===== src/rtl/mem_port_arbiter.sv =====
// mem_port_arbiter: shares one memory request port between the instruction
// fetch unit and the load/store unit. Only one transaction is in flight at a
// time. Requests use a valid/ready handshake and responses are registered.
// The LSU normally wins contention. A streak counter hands the port to the
// fetch unit after MAX_LS_STREAK consecutive LSU wins, so fetch is never
// locked out.
module mem_port_arbiter #(
  parameter int AW            = 64,
  parameter int DW            = 64,
  parameter int MAX_LS_STREAK = 4
) (
  input  logic            arb_clk_i,
  input  logic            arb_rst_i,

  input  logic            arb_if_req_valid_i,
  output logic            arb_if_req_ready_o,
  input  logic [AW-1:0]   arb_if_addr_i,
  output logic            arb_if_resp_valid_o,
  output logic [DW-1:0]   arb_if_rdata_o,

  input  logic            arb_ls_req_valid_i,
  output logic            arb_ls_req_ready_o,
  input  logic            arb_ls_wen_i,
  input  logic [AW-1:0]   arb_ls_addr_i,
  input  logic [DW-1:0]   arb_ls_wdata_i,
  input  logic [DW/8-1:0] arb_ls_wmask_i,
  output logic            arb_ls_resp_valid_o,
  output logic [DW-1:0]   arb_ls_rdata_o,

  output logic            arb_mem_req_valid_o,
  input  logic            arb_mem_req_ready_i,
  output logic            arb_mem_wen_o,
  output logic [AW-1:0]   arb_mem_addr_o,
  output logic [DW-1:0]   arb_mem_wdata_o,
  output logic [DW/8-1:0] arb_mem_wmask_o,
  input  logic            arb_mem_resp_valid_i,
  input  logic [DW-1:0]   arb_mem_rdata_i
);

  localparam int MW = DW / 8;
  // The streak counter needs at least one bit, even when the guard is disabled.
  localparam int SW = (MAX_LS_STREAK > 0) ? $clog2(MAX_LS_STREAK + 1) : 1;
  localparam logic [SW-1:0] STREAK_MAX = SW'(MAX_LS_STREAK);

  typedef enum logic [1:0] {
    IDLE = 2'd0,
    REQ  = 2'd1,
    WAIT = 2'd2,
    RESP = 2'd3
  } state_e;

  // Owner encoding: 1 = LSU, 0 = IFU.
  localparam logic OWNER_IF = 1'b0;
  localparam logic OWNER_LS = 1'b1;

  state_e          state_q, state_d;
  logic [SW-1:0]   streak_q, streak_d;
  logic            owner_q, owner_d;
  logic            req_wen_q, req_wen_d;
  logic [AW-1:0]   req_addr_q, req_addr_d;
  logic [DW-1:0]   req_wdata_q, req_wdata_d;
  logic [MW-1:0]   req_wmask_q, req_wmask_d;
  logic            mem_req_valid_q, mem_req_valid_d;
  logic            if_resp_valid_q, if_resp_valid_d;
  logic            ls_resp_valid_q, ls_resp_valid_d;
  logic [DW-1:0]   if_rdata_q, if_rdata_d;
  logic [DW-1:0]   ls_rdata_q, ls_rdata_d;

  logic            streak_full;
  logic            grant_if;
  logic            grant_ls;

  // Pick a winner while idle. The LSU wins unless the fetch unit has waited
  // through a full streak of LSU grants. Nothing is granted during reset.
  always_comb begin
    streak_full = (MAX_LS_STREAK != 0) && (streak_q == STREAK_MAX);
    grant_if    = 1'b0;
    grant_ls    = 1'b0;
    if ((state_q == IDLE) && !arb_rst_i) begin
      if (arb_ls_req_valid_i && arb_if_req_valid_i) begin
        if (streak_full) begin
          grant_if = 1'b1;
        end else begin
          grant_ls = 1'b1;
        end
      end else if (arb_ls_req_valid_i) begin
        grant_ls = 1'b1;
      end else if (arb_if_req_valid_i) begin
        grant_if = 1'b1;
      end
    end
  end

  // Next-state and datapath computation for the transaction sequencer.
  always_comb begin
    state_d         = state_q;
    streak_d        = streak_q;
    owner_d         = owner_q;
    req_wen_d       = req_wen_q;
    req_addr_d      = req_addr_q;
    req_wdata_d     = req_wdata_q;
    req_wmask_d     = req_wmask_q;
    mem_req_valid_d = mem_req_valid_q;
    if_resp_valid_d = 1'b0;
    ls_resp_valid_d = 1'b0;
    if_rdata_d      = if_rdata_q;
    ls_rdata_d      = ls_rdata_q;

    case (state_q)
      IDLE: begin
        if (grant_ls) begin
          owner_d         = OWNER_LS;
          req_wen_d       = arb_ls_wen_i;
          req_addr_d      = arb_ls_addr_i;
          req_wdata_d     = arb_ls_wdata_i;
          // A read never carries byte enables, whatever the LSU drives.
          req_wmask_d     = arb_ls_wen_i ? arb_ls_wmask_i : '0;
          mem_req_valid_d = 1'b1;
          state_d         = REQ;
          if (arb_if_req_valid_i) begin
            if (streak_q != STREAK_MAX) begin
              streak_d = streak_q + 1'b1;
            end
          end else begin
            streak_d = '0;
          end
        end else if (grant_if) begin
          owner_d         = OWNER_IF;
          req_wen_d       = 1'b0;
          req_addr_d      = arb_if_addr_i;
          req_wdata_d     = '0;
          req_wmask_d     = '0;
          mem_req_valid_d = 1'b1;
          state_d         = REQ;
          streak_d        = '0;
        end
      end

      REQ: begin
        if (arb_mem_req_ready_i) begin
          mem_req_valid_d = 1'b0;
          state_d         = WAIT;
        end
      end

      WAIT: begin
        if (arb_mem_resp_valid_i) begin
          if (owner_q == OWNER_LS) begin
            ls_rdata_d      = arb_mem_rdata_i;
            ls_resp_valid_d = 1'b1;
          end else begin
            if_rdata_d      = arb_mem_rdata_i;
            if_resp_valid_d = 1'b1;
          end
          state_d = RESP;
        end
      end

      RESP: begin
        state_d = IDLE;
      end

      default: begin
        state_d = IDLE;
      end
    endcase
  end

  // State and output registers. Reset drops any in-flight transaction.
  always_ff @(posedge arb_clk_i) begin
    if (arb_rst_i) begin
      state_q         <= IDLE;
      streak_q        <= '0;
      owner_q         <= OWNER_IF;
      req_wen_q       <= 1'b0;
      req_addr_q      <= '0;
      req_wdata_q     <= '0;
      req_wmask_q     <= '0;
      mem_req_valid_q <= 1'b0;
      if_resp_valid_q <= 1'b0;
      ls_resp_valid_q <= 1'b0;
      if_rdata_q      <= '0;
      ls_rdata_q      <= '0;
    end else begin
      state_q         <= state_d;
      streak_q        <= streak_d;
      owner_q         <= owner_d;
      req_wen_q       <= req_wen_d;
      req_addr_q      <= req_addr_d;
      req_wdata_q     <= req_wdata_d;
      req_wmask_q     <= req_wmask_d;
      mem_req_valid_q <= mem_req_valid_d;
      if_resp_valid_q <= if_resp_valid_d;
      ls_resp_valid_q <= ls_resp_valid_d;
      if_rdata_q      <= if_rdata_d;
      ls_rdata_q      <= ls_rdata_d;
    end
  end

  assign arb_if_req_ready_o  = grant_if;
  assign arb_ls_req_ready_o  = grant_ls;
  assign arb_if_resp_valid_o = if_resp_valid_q;
  assign arb_if_rdata_o      = if_rdata_q;
  assign arb_ls_resp_valid_o = ls_resp_valid_q;
  assign arb_ls_rdata_o      = ls_rdata_q;
  assign arb_mem_req_valid_o = mem_req_valid_q;
  assign arb_mem_wen_o       = req_wen_q;
  assign arb_mem_addr_o      = req_addr_q;
  assign arb_mem_wdata_o     = req_wdata_q;
  assign arb_mem_wmask_o     = req_wmask_q;

endmodule


===== config.mk =====
export PLATFORM = sky130hd
export DESIGN_NAME = mem_port_arbiter
export DESIGN_NICKNAME = d
export VERILOG_FILES = /design/src/rtl/mem_port_arbiter.sv
export SDC_FILE = /design/constraint.sdc
export NUM_CORES = 1
export LEC_CHECK = 0
export ABC_AREA = 1
export BUFFER_PORTS_ARGS = -buffer_cell sky130_fd_sc_hd__buf_2
export CAP_MARGIN = 20
export CORE_AREA = 2 2 208 210
export DETAILED_ROUTE_END_ITERATION = 10
export DIE_AREA = 0 0 210 212
export REMOVE_ABC_BUFFERS = 1
export SLEW_MARGIN = 25
export SYNTH_ARGS = -nofsm -noshare
export SYNTH_HDL_FRONTEND = slang
export SYNTH_SLANG_ARGS = --single-unit

===== constraint.sdc =====
create_clock -name arb_clk_i -period 1.5 [get_ports arb_clk_i]
set_clock_uncertainty 0.05 [all_clocks]
set_input_delay 0.225 -clock arb_clk_i [delete_from_list [all_inputs] [get_ports arb_clk_i]]
set_output_delay 0.225 -clock arb_clk_i [all_outputs]
set_load 0.05 [all_outputs]

==> results of run 1 <==
[synth_stat cells]
cell type	number
nand2_1	280
nand3_2	4
a21oi_1	143
dfxtp_1	274
clkbuf_1	59
ha_1	5
nand3_1	134
buf_1	3
inv_2	4
o21ai_1	34
inv_1	203
nand4_1	8
nand2_2	1
buf_4	20
inv_4	1
nor2_1	135
buf_6	3
buf_2	24
o21ai_0	161
xor2_1	1
[sequential cells by signal, summed over array words and instances, names as in the netlist]
register and cells:
arb_mem_addr_o 64, arb_if_resp_valid_o 1, owner_q 1, streak_q 3
arb_mem_wmask_o 8, arb_mem_wdata_o 64, arb_mem_wen_o 1, arb_mem_req_valid_o 1
arb_ls_resp_valid_o 1, state_q 2, arb_if_rdata_o 64, arb_ls_rdata_o 64
[power groups by stage]
stage	registers, W	logic, W	clock network, W
2_1_floorplan	0.0126	0.00289	0
3_3_place_gp	0.00902	0.00943	0
3_5_place_dp	0.00904	0.00951	0
4_1_cts	0.00892	0.0107	0.00729
5_1_grt	0.00911	0.0140	0.00760
6_report	0.00901	0.0132	0.00714
[worst register-to-register path, delay by kind of cell, from the launching register on]
kind,cells,cell delay (ns)
compound gates,1,0.15
fa+ha+maj,1,0.17
buf+inv,7,0.78
flops,1,0.34
simple gates,3,0.30
[placed cells by master, fill, tap and decap left out, types with 16 or more instances in the layout]
master / instances
a21oi_1: 131
buf_12: 24
buf_2: 538
buf_4: 33
buf_8: 16
clkbuf_16: 54
dfxtp_1: 270
dlygate4sd3_1: 266
inv_1: 198
nand2_1: 265
nand3_1: 103
nand3_2: 31
nor2_1: 131
o21ai_0: 74
o21ai_1: 72
o21ai_2: 48
[kinds of logic (layout without fill, tap and decap cells)]
| kind of cell | count (synthesis) | in the layout | share of synthesized area |
|---|---|---|---|
| AO/OA/AOI/OAI | 338 | 338 | 0.155 |
| XOR/XNOR | 1 | 1 | 0.000804 |
| adder cells (fa/ha/maj) | 5 | 5 | 0.00574 |
| buffers and inverters | 317 | 1178 | 0.121 |
| flip-flops | 274 | 274 | 0.504 |
| AND/OR/NAND/NOR | 562 | 563 | 0.213 |
[through the flow]
step,util,TNS [ns]
2_1_floorplan,-,-511.77
5_1_grt,0.466,-81.48
3_5_place_dp,0.338,-48.50
3_3_place_gp,0.338,-37.18
6_report,0.466,-58.16
4_1_cts,0.431,-56.37
[area by class of cell]
cell class	instances	share of cell area
well taps	546	0.0345
flip-flops and latches	274	0.277
clock inverters	7	0.00284
repair buffers	916	0.363
multi-input cells	907	0.235
repair inverters	1	0.000821
clock buffers	46	0.0450
inverters	208	0.0411
[timing repair]
item,CTS,global route
gates resized for setup,54,239
endpoints found under the setup margin,290,349
endpoints found under the hold margin,264,1
cloned,4,29
setup buffers,9,18
hold buffers,265,1
pin swaps,7,25
[worst max-delay path by stage]
| stage | cells past startpoint | slack, ns | from | to |
|---|---|---|---|---|
| final | 12 | -0.41 | state_q[0] | arb_mem_addr_o[47] |
| after global routing | 7 | -0.48 | state_q[0] | arb_ls_req_ready_o |
| after CTS | 7 | -0.42 | state_q[0] | arb_ls_req_ready_o |
| after detailed placement | 8 | -0.31 | state_q[0] | arb_mem_wdata_o[39] |
| after global placement | 7 | -0.27 | state_q[0] | arb_ls_req_ready_o |
| after floorplan | 7 | -2.31 | state_q[0] | arb_if_rdata_o[0] |
[routing by layer]
metal  vias to the layer above  wire [um]  track usage
met5                         -          0            0
met4                         0       2370       0.0873
met3                       159       4090       0.0448
met2                       788      22800        0.303
met1                      6184      18400        0.203
li1                       6457          -            -
==> summary.txt, run 1 <==
Critical path
  • Arr. time, crit path: 2.31 ns
  • Crit-path max FO: 8
  • Largest stage delay, worst path: roughly 0.34 ns
  • Crit-path cells: inv_2, ha_4, buf_4, buf_4, nand3_4, nand2_8, buf_12, buf_12, o21ai_2, inv_1, nand2_1, inv_1
  • CP bufs+invs: 7
  • Worst setup SP type: flop
  • Worst Path Required: 1.91 ns
  • CP Capture Type: flop
  • Largest delay share family, worst path: buffers and inverters
  • Reg2reg path depth: 12
  • Slowest CP cell: dfxtp_2
  • R2r setup slk: -0.41 ns
  • Worst reg2reg path endpoint: arb_mem_addr_o[47]
  • Startpoint of the worst register-to-register path: state_q[0]
  • Critical path class: flop to flop

Power and ir drop
  • Sequential share of power: 0.307
  • Switching share of total power: 0.412
  • Gate power share: 0.450
  • Power share of the clock group: 0.243
  • LEAKAGE: roughly 9.9 nW
  • Switching power: 0.0121 W
  • Worst vdd ir: 0.751 mV
  • Power Density: 1480 nW/um^2
  • P_int: 0.0173 W
  • PnR Total Power: 0.0294 W

Global routing
  • Initial antenna violation count: 0
  • Maximum number of pins on one net before global-route repair: 78
  • All-Layer GR Usage: 0.176
  • Global-route wire length before repair: 63700 um
  • Grt total ovfl: 0
  • Vias in the first global route: 12.4k

Die
  • FP Rows: 76
  • Core area: 42500 um^2
  • Ports: 541
  • Die W: 210 um
  • Die area: 44500 um^2
  • Die height: 212 um
  • Starting Density: 0.256

STA
  • Fin. Hold Viols: 0
  • Worst hold slack: about 0.055 ns
  • Rel. slew slack: 0.408
  • Min Clock Period, post-route: 1.91 ns
  • Max Slew Vio Count: 0
  • Setup slack after layout: -0.406 ns
  • Setup violators final: about 280
  • Worst-Margin Slew: 0.889 ns
  • Final worst path period share: 1.27
  • RSZ-0062 raised after global routing: true
  • Maximum clock rate: ~520 MHz

Finish
  • Final layout net count: 2614
  • Finished Cell Area: around 20000 um^2
  • Layout cells sized above 1: 0.352
  • Area occupied by multi-input gates: 4660 um^2
  • FF+latch area: 5490 um^2
  • Syn-to-layout area delta: 81.8%
  • Fill count: ~3.8k
  • Final Instance Count excl. Fillers: 2905
  • Ant diodes: 0

Placed design
  • Placed cell count: 2528
  • Post-placement setup slack: -0.312 ns
  • Post-DP HPWL: 26500 um
  • Routability cong.: 0.916
  • Port Buffers: 540
  • Placed cell areas: 14400 um^2

Synthesis
  • Area share of the largest cell type after synthesis: 0.504
  • Post-synthesis cell type count: 20
  • Mean post-synth cell area: 7.28 um^2
  • Yosys top cell by area: dfxtp_1
  • Cells after Synth: 1497
  • Largest cells by area after synthesis: dfxtp_1, nand2_1, o21ai_0
  • Syn Std Cell Area: around 11000 um^2
  • Synth Warn #: 0
  • Sequential element share of the synthesized area: 0.504
  • #FFs+latches synth: about 270

Drt
  • Routed Antenna Nets: 0
  • DR iter-0 viols: 1127
  • Routed Wire Length: 47700 um
  • DRC viols: 0
  • Detailed-route via count: 13.6k
  • Drt wl/cell: 16.4 um
  • Via-to-Cell Ratio: ~4.7
  • Drt pass-1 iters: 5

Status
  • Status: finished, violations left
  • Failing checks: negative setup slack

Clock network
  • Clk buf depth: 3
  • CTS clock-pin slew for the worst setup and hold paths: 0.06 ns
  • Htree depth: 1
  • CTS tree: built
  • CTS Buf Count: 30
  • CTS Sinks: roughly 270
  • Latest clock arrival within the worst-skew pair: 0.57 ns
  • Root buf cell: clkbuf_16

Hold path
  • Hold depth: 4
  • Worst hold path class: input pin to flop
  • Hold Startpoint: arb_if_req_valid_i
  • Worst hold endpoint: owner_q

Run
  • Max-Cap Viols: 0
Power figures use the tool's default switching activity.
==> inputs of run 2 (changes only) <==
- ABC_AREA: 1 -> unset
- SKIP_CTS_REPAIR_TIMING: unset -> 1
==> summary.txt, run 2 <==
Power and ir drop
  • PnR Total Power: 0.0294 W
  • P_int: 0.0178 W
  • Sequential share of power: 0.300
  • Power share of the clock group: 0.261
  • Gate power share: 0.439
  • Power Density: 1460 nW/um^2
  • Worst vdd ir: 1.04 mV
  • Switching power: 0.0116 W
  • LEAKAGE: ~8.4 nW
  • Switching share of total power: 0.395

Clock network
  • Root buf cell: clkbuf_16
  • Latest clock arrival within the worst-skew pair: ~0.57 ns
  • CTS Buf Count: 31
  • CTS clock-pin slew for the worst setup and hold paths: 0.06 ns
  • CTS Sinks: between 200 and 300
  • Htree depth: 1
  • Clk buf depth: 3
  • CTS tree: built

Global routing
  • Vias in the first global route: 11.6k
  • Initial antenna violation count: 11
  • All-Layer GR Usage: 0.189
  • Grt total ovfl: 0
  • Maximum number of pins on one net before global-route repair: 86
  • Global-route wire length before repair: 66600 um

Synthesis
  • Synth Area in Compound Gates: 0.287
  • Asr flop ratio synth: 0
  • Top-count cell post-synth: dfxtp_1
  • Post-synthesis adder-cell area fraction: 0.00571
  • #FFs+latches synth: 274
  • Post-synthesis cell type count: 40
  • XOR/XNOR Fraction of Synth Area: 0
  • Top_reg_cell synth: dfxtp_1
  • Commonest cells post-synth: dfxtp_1, nand2_1, a21oi_1, o21ai_0, buf_2
  • Cells after Synth: 1321
  • Mux contribution to synthesized area: 0
  • Simple-Gate Fraction of Synth Area: 0.137
  • Syn Std Cell Area: 11000 um^2
  • Area share of the largest cell type after synthesis: 0.501
  • Mean post-synth cell area: 8.29 um^2
  • Largest family of logic cells by synthesized area: compound AO/OA/AOI/OAI gates
  • Sequential element share of the synthesized area: 0.501
  • Largest cells by area after synthesis: dfxtp_1, a21oi_1, nand2_1
  • Yosys top cell by area: dfxtp_1
  • Synth Warn #: 0
  • EDFF count, synth: 0

Die
  • Starting Density: 0.258
  • Die W: about 210 um
  • Ports: 541
  • Die area: about 45000 um^2
  • Core area: 42500 um^2
  • Die height: 212 um
  • FP Rows: 76

STA
  • Fin. Hold Viols: 0
  • Setup violators final: 262
  • Worst hold slack: 0.00608 ns
  • Final worst path period share: 1.35
  • Setup slack after layout: -0.532 ns
  • Maximum clock rate: 492 MHz
  • Max Slew Vio Count: 0
  • Worst-Margin Slew: roughly 0.71 ns
  • Rel. slew slack: 0.527
  • Min Clock Period, post-route: just over 2 ns
  • RSZ-0062 raised after global routing: true

Drt
  • DR iter-0 viols: around 1.2k
  • Detailed-route via count: approximately 14k
  • Routed Wire Length: 55100 um
  • Drt pass-1 iters: 7
  • Drt wl/cell: 20.3 um
  • DRC viols: 0
  • Routed Antenna Nets: 0
  • Via-to-Cell Ratio: around 5.2

Hold path
  • Worst hold path class: input pin to flop

Status
  • Status: finished, violations left
  • Failing checks: negative setup slack

Critical path
  • Crit path capture: arb_ls_req_ready_o
  • Arr. time, crit path: approximately 1.8 ns
  • Startpoint of the worst register-to-register path: state_q[1]
  • Worst Path Required: approximately 1.2 ns
  • Reg2reg path depth: 11
  • Worst setup SP type: flop
  • Critical Path Start: state_q[1]
  • CP Capture Type: primary output
  • Crit-path max FO: 11
  • Critical path class: flop to primary output
  • Worst reg2reg path endpoint: arb_mem_addr_o[54]
  • R2r setup slk: -0.41 ns

Finish
  • Layout cells sized above 1: 0.445
  • Final layout net count: 2414
  • Fin util: 0.473
  • Fill count: 3890
  • Commonest non-fill, non-tap cell in the layout: buf_2
  • Finished Cell Area: 20100 um^2
  • Syn-to-layout area delta: 83.3%
  • Commonest cells after routing, fill and taps aside: buf_2, dfxtp_1, nand2_1

Placed design
  • Post-DP HPWL: 33500 um
  • Routability cong.: 0.881
  • Placed cell areas: 14800 um^2
  • Port Buffers: between 500 and 600

Run
  • Max-Cap Viols: 0
[run 2: logic make-up (layout without fill, tap and decap cells)]
family | after synthesis | count (layout)
and+or+nand+nor | 354 | 357
adders and majority gates | 5 | 5
AOI/OAI and AO/OA | 536 | 536
DFF | 274 | 274
other | 0 | 7
buffers and inverters | 152 | 986
[run 2: final cells by class]
| type | count | area (um^2) | share of cell area |
|---|---|---|---|
| clock inverters | 4 | 48.8 | 0.00243 |
| flip-flops and latches | 274 | 5490 | 0.273 |
| multi-input cells | 898 | 5690 | 0.283 |
| inverters | 5 | 18.8 | 0.000934 |
| diodes | 7 | 17.5 | 0.000872 |
| repair buffers | 928 | 7160 | 0.357 |
| well taps | 546 | 683 | 0.0340 |
| clock buffers | 49 | 973 | 0.0485 |
[run 2: worst min-delay path by stage]
| stage | slack [ns] | start | to | depth (start not counted) |
|---|---|---|---|---|
| 6_report | 0.006 | arb_ls_addr_i[5] | arb_mem_addr_o[5] | 3 |
| 5_1_grt | -0.004 | arb_ls_addr_i[16] | arb_mem_addr_o[16] | 3 |
| 4_1_cts | -0.22 | arb_ls_wmask_i[3] | arb_mem_wmask_o[3] | 2 |
| 3_5_place_dp | 0.39 | arb_if_rdata_o[45] | arb_if_rdata_o[45] | 2 |
| 3_3_place_gp | 0.39 | arb_if_rdata_o[59] | arb_if_rdata_o[59] | 2 |
| 2_1_floorplan | 0.24 | arb_rst_i | arb_if_rdata_o[0] | 1 |
[run 2: stage by stage]
| stage | std cells | worst slack [ns] | setup TNS (ns) |
|---|---|---|---|
| after floorplan | 1174 | -1.50 | -260.86 |
| after global placement | 2371 | -0.273 | -39.97 |
| after detailed placement | 2371 | -0.343 | -44.52 |
| after CTS | 2424 | -0.867 | -50.28 |
| after global routing | 2710 | -0.601 | -58.31 |
| final | 2711 | -0.532 | -38.57 |
[run 2: metal layers]
metal / track usage / up-vias / routed length (um) / part of all wire
met5: 0 / - / 41 / 0.00074
met4: 0.0761 / 6 / 3030 / 0.055
met3: 0.0545 / 182 / 4600 / 0.084
met2: 0.334 / 825 / 27400 / 0.50
met1: 0.214 / 6620 / 20000 / 0.36
li1: - / 6381 / - / -
[run 2: worst max-delay path, stage by stage, from the launching register on]
cell	delay, ns
dfxtp_2	0.32
inv_2	0.07
ha_4	0.16
buf_6	0.10
nand3b_1	0.11
buf_12	0.19
nor2_4	0.09
buf_8	0.15
[run 2: power groups by stage]
| stage | Sequential [W] | Combinational (W) | Clock, W |
|---|---|---|---|
| finish | 0.00882 | 0.0129 | 0.00766 |
| global route | 0.00890 | 0.0135 | 0.00805 |
| CTS | 0.00874 | 0.00919 | 0.00779 |
| detailed placement | 0.00887 | 0.00919 | 0 |
| global placement | 0.00887 | 0.00904 | 0 |
| floorplan | 0.0120 | 0.00259 | 0 |
==> inputs of run 3 (changes only) <==
==> constraint.sdc (replaced) <==
create_clock -name arb_clk_i -period 1.5 [get_ports arb_clk_i]
set_clock_uncertainty 0.05 [all_clocks]
set_input_delay 0.3 -clock arb_clk_i [delete_from_list [all_inputs] [get_ports arb_clk_i]]
set_output_delay 0.3 -clock arb_clk_i [all_outputs]
set_load 0.05 [all_outputs]
==> summary.txt, run 3 (synthesis gave the netlist of run 2 again) <==
Status
  • Status: finished, violations left
  • Failing checks: negative hold slack, negative setup slack

Global routing
  • Initial antenna violation count: 7
  • All-Layer GR Usage: 0.186
  • Vias in the first global route: about 12k
  • Grt total ovfl: 0
  • Maximum number of pins on one net before global-route repair: 67
  • Global-route wire length before repair: about 66000 um

Die
  • Core area: 42500 um^2
  • Die height: 212 um
  • Die W: 210 um
  • Die area: 44500 um^2
  • FP Rows: 76
  • Starting Density: 0.258
  • Ports: ~540

STA
  • Min Clock Period, post-route: 2.09 ns
  • RSZ-0062 raised after global routing: true
  • Max Slew Vio Count: 0
  • Worst-Margin Slew: 0.716 ns
  • Rel. slew slack: 0.523
  • Maximum clock rate: ~480 MHz
  • Fin. Hold Viols: 2
  • Worst hold slack: -0.0271 ns
  • Setup slack after layout: -0.586 ns
  • Final worst path period share: 1.39
  • Setup violators final: 270

Finish
  • Fin util: 0.517
  • Final Instance Count excl. Fillers: 2720
  • Commonest non-fill, non-tap cell in the layout: buf_2
  • Finished Cell Area: 22000 um^2
  • Syn-to-layout area delta: 101%
  • Layout cells sized above 1: 0.492
  • Final layout net count: ~2.4k
  • Commonest cells after routing, fill and taps aside: buf_2, nand2_1, dfxtp_1

Critical path
  • R2r setup slk: -0.45 ns
  • Critical path class: flop to primary output
  • Worst Path Required: 1.15 ns
  • CP Capture Type: primary output
  • Crit-path max FO: 8
  • Worst setup SP type: flop
  • Arr. time, crit path: 1.74 ns

Clock network
  • CTS clock-pin slew for the worst setup and hold paths: approximately 0.07 ns
  • Htree depth: 1
  • CTS Buf Count: 31
  • CTS tree: built
  • CTS Sinks: ~270
  • Latest clock arrival within the worst-skew pair: 0.58 ns
  • Clk buf depth: 3
  • Root buf cell: clkbuf_16

Placed design
  • Port Buffers: 540
  • Post-DP HPWL: 33200 um
  • Post-placement setup slack: -0.368 ns
  • Routability cong.: ~0.87
  • Placed cell count: 2374
  • Placed cell areas: 14800 um^2

Drt
  • Routed Wire Length: 60600 um
  • DRC viols: 0
  • DR iter-0 viols: 1338
  • Via-to-Cell Ratio: approximately 5.4
  • Drt wl/cell: 22.3 um
  • Drt pass-1 iters: 8
  • Detailed-route via count: 14.7k
  • Routed Antenna Nets: 0

Power and ir drop
  • Worst vdd ir: 0.988 mV
  • Power Density: ~1400 nW/um^2
  • LEAKAGE: 8.69 nW

Hold path
  • Worst hold path class: input pin to flop

Run
  • Max-Cap Viols: 0
==> run 3: cell types whose count changed in the layout (fill, tap and decap cells not counted), moves of 44 or more <==
| cell | previous run | this run |
|---|---|---|
| a21oi_1 | 217 | 162 |
| buf_4 | 82 | 192 |
| a311oi_1 | 9 | 57 |
| buf_6 | 27 | 180 |
| a21oi_2 | 42 | 94 |
| buf_2 | 537 | 269 |
| a311oi_2 | 51 | 7 |
==> run 3: final cells by class <==
type                            instances  area [um^2]
Sequential cell                       274         5540
Multi-Input combinational cell        895         5880
Inverter                                5         18.8
Clock buffer                           44          885
Tap cell                              546          683
Fill cell                            3536        20500
Antenna cell                            7         17.5
Clock inverter                          9          103
Timing Repair Buffer                  940         8840
==> run 3: worst max-delay path, stage by stage (launching register included) <==
cell and delay [ns]:
dfxtp_2 0.33, inv_2 0.08, ha_4 0.18, nand3b_1 0.14
buf_12 0.18, nor2_4 0.10, buf_12 0.14
==> run 3: worst paths after layout <==
check / endpoint / cells past startpoint / from
setup / recovery: arb_ls_req_ready_o / 6 / state_q[1]
hold / removal: arb_mem_addr_o[19] / 3 / arb_if_addr_i[19]
setup reg to reg: arb_mem_addr_o[35] / 9 / streak_q[1]
hold reg to reg: arb_ls_rdata_o[59] / 2 / arb_ls_rdata_o[59]
==> run 3: metrics by stage <==
step           TNS, ns  total power (W)
6_report        -36.13           0.0300
5_1_grt         -51.25           0.0310
4_1_cts         -65.83           0.0255
3_5_place_dp    -44.10           0.0180
3_3_place_gp    -39.65           0.0179
2_1_floorplan  -261.01           0.0146
==> run 3: power by group <==
part	internal, W	leakage [nW]	switching, W
logic	0.00548	5.95	0.00797
clock network	0.00440	0.490	0.00315
registers	0.00829	2.25	0.000738
total	0.0182	8.69	0.0119
==> run 3: metal layers <==
layer	vias up	track usage	share of wire
li1	6409	-	-
met1	6945	0.212	0.36
met2	1045	0.328	0.48
met3	277	0.0530	0.091
met4	0	0.0768	0.072
met5	-	0	0
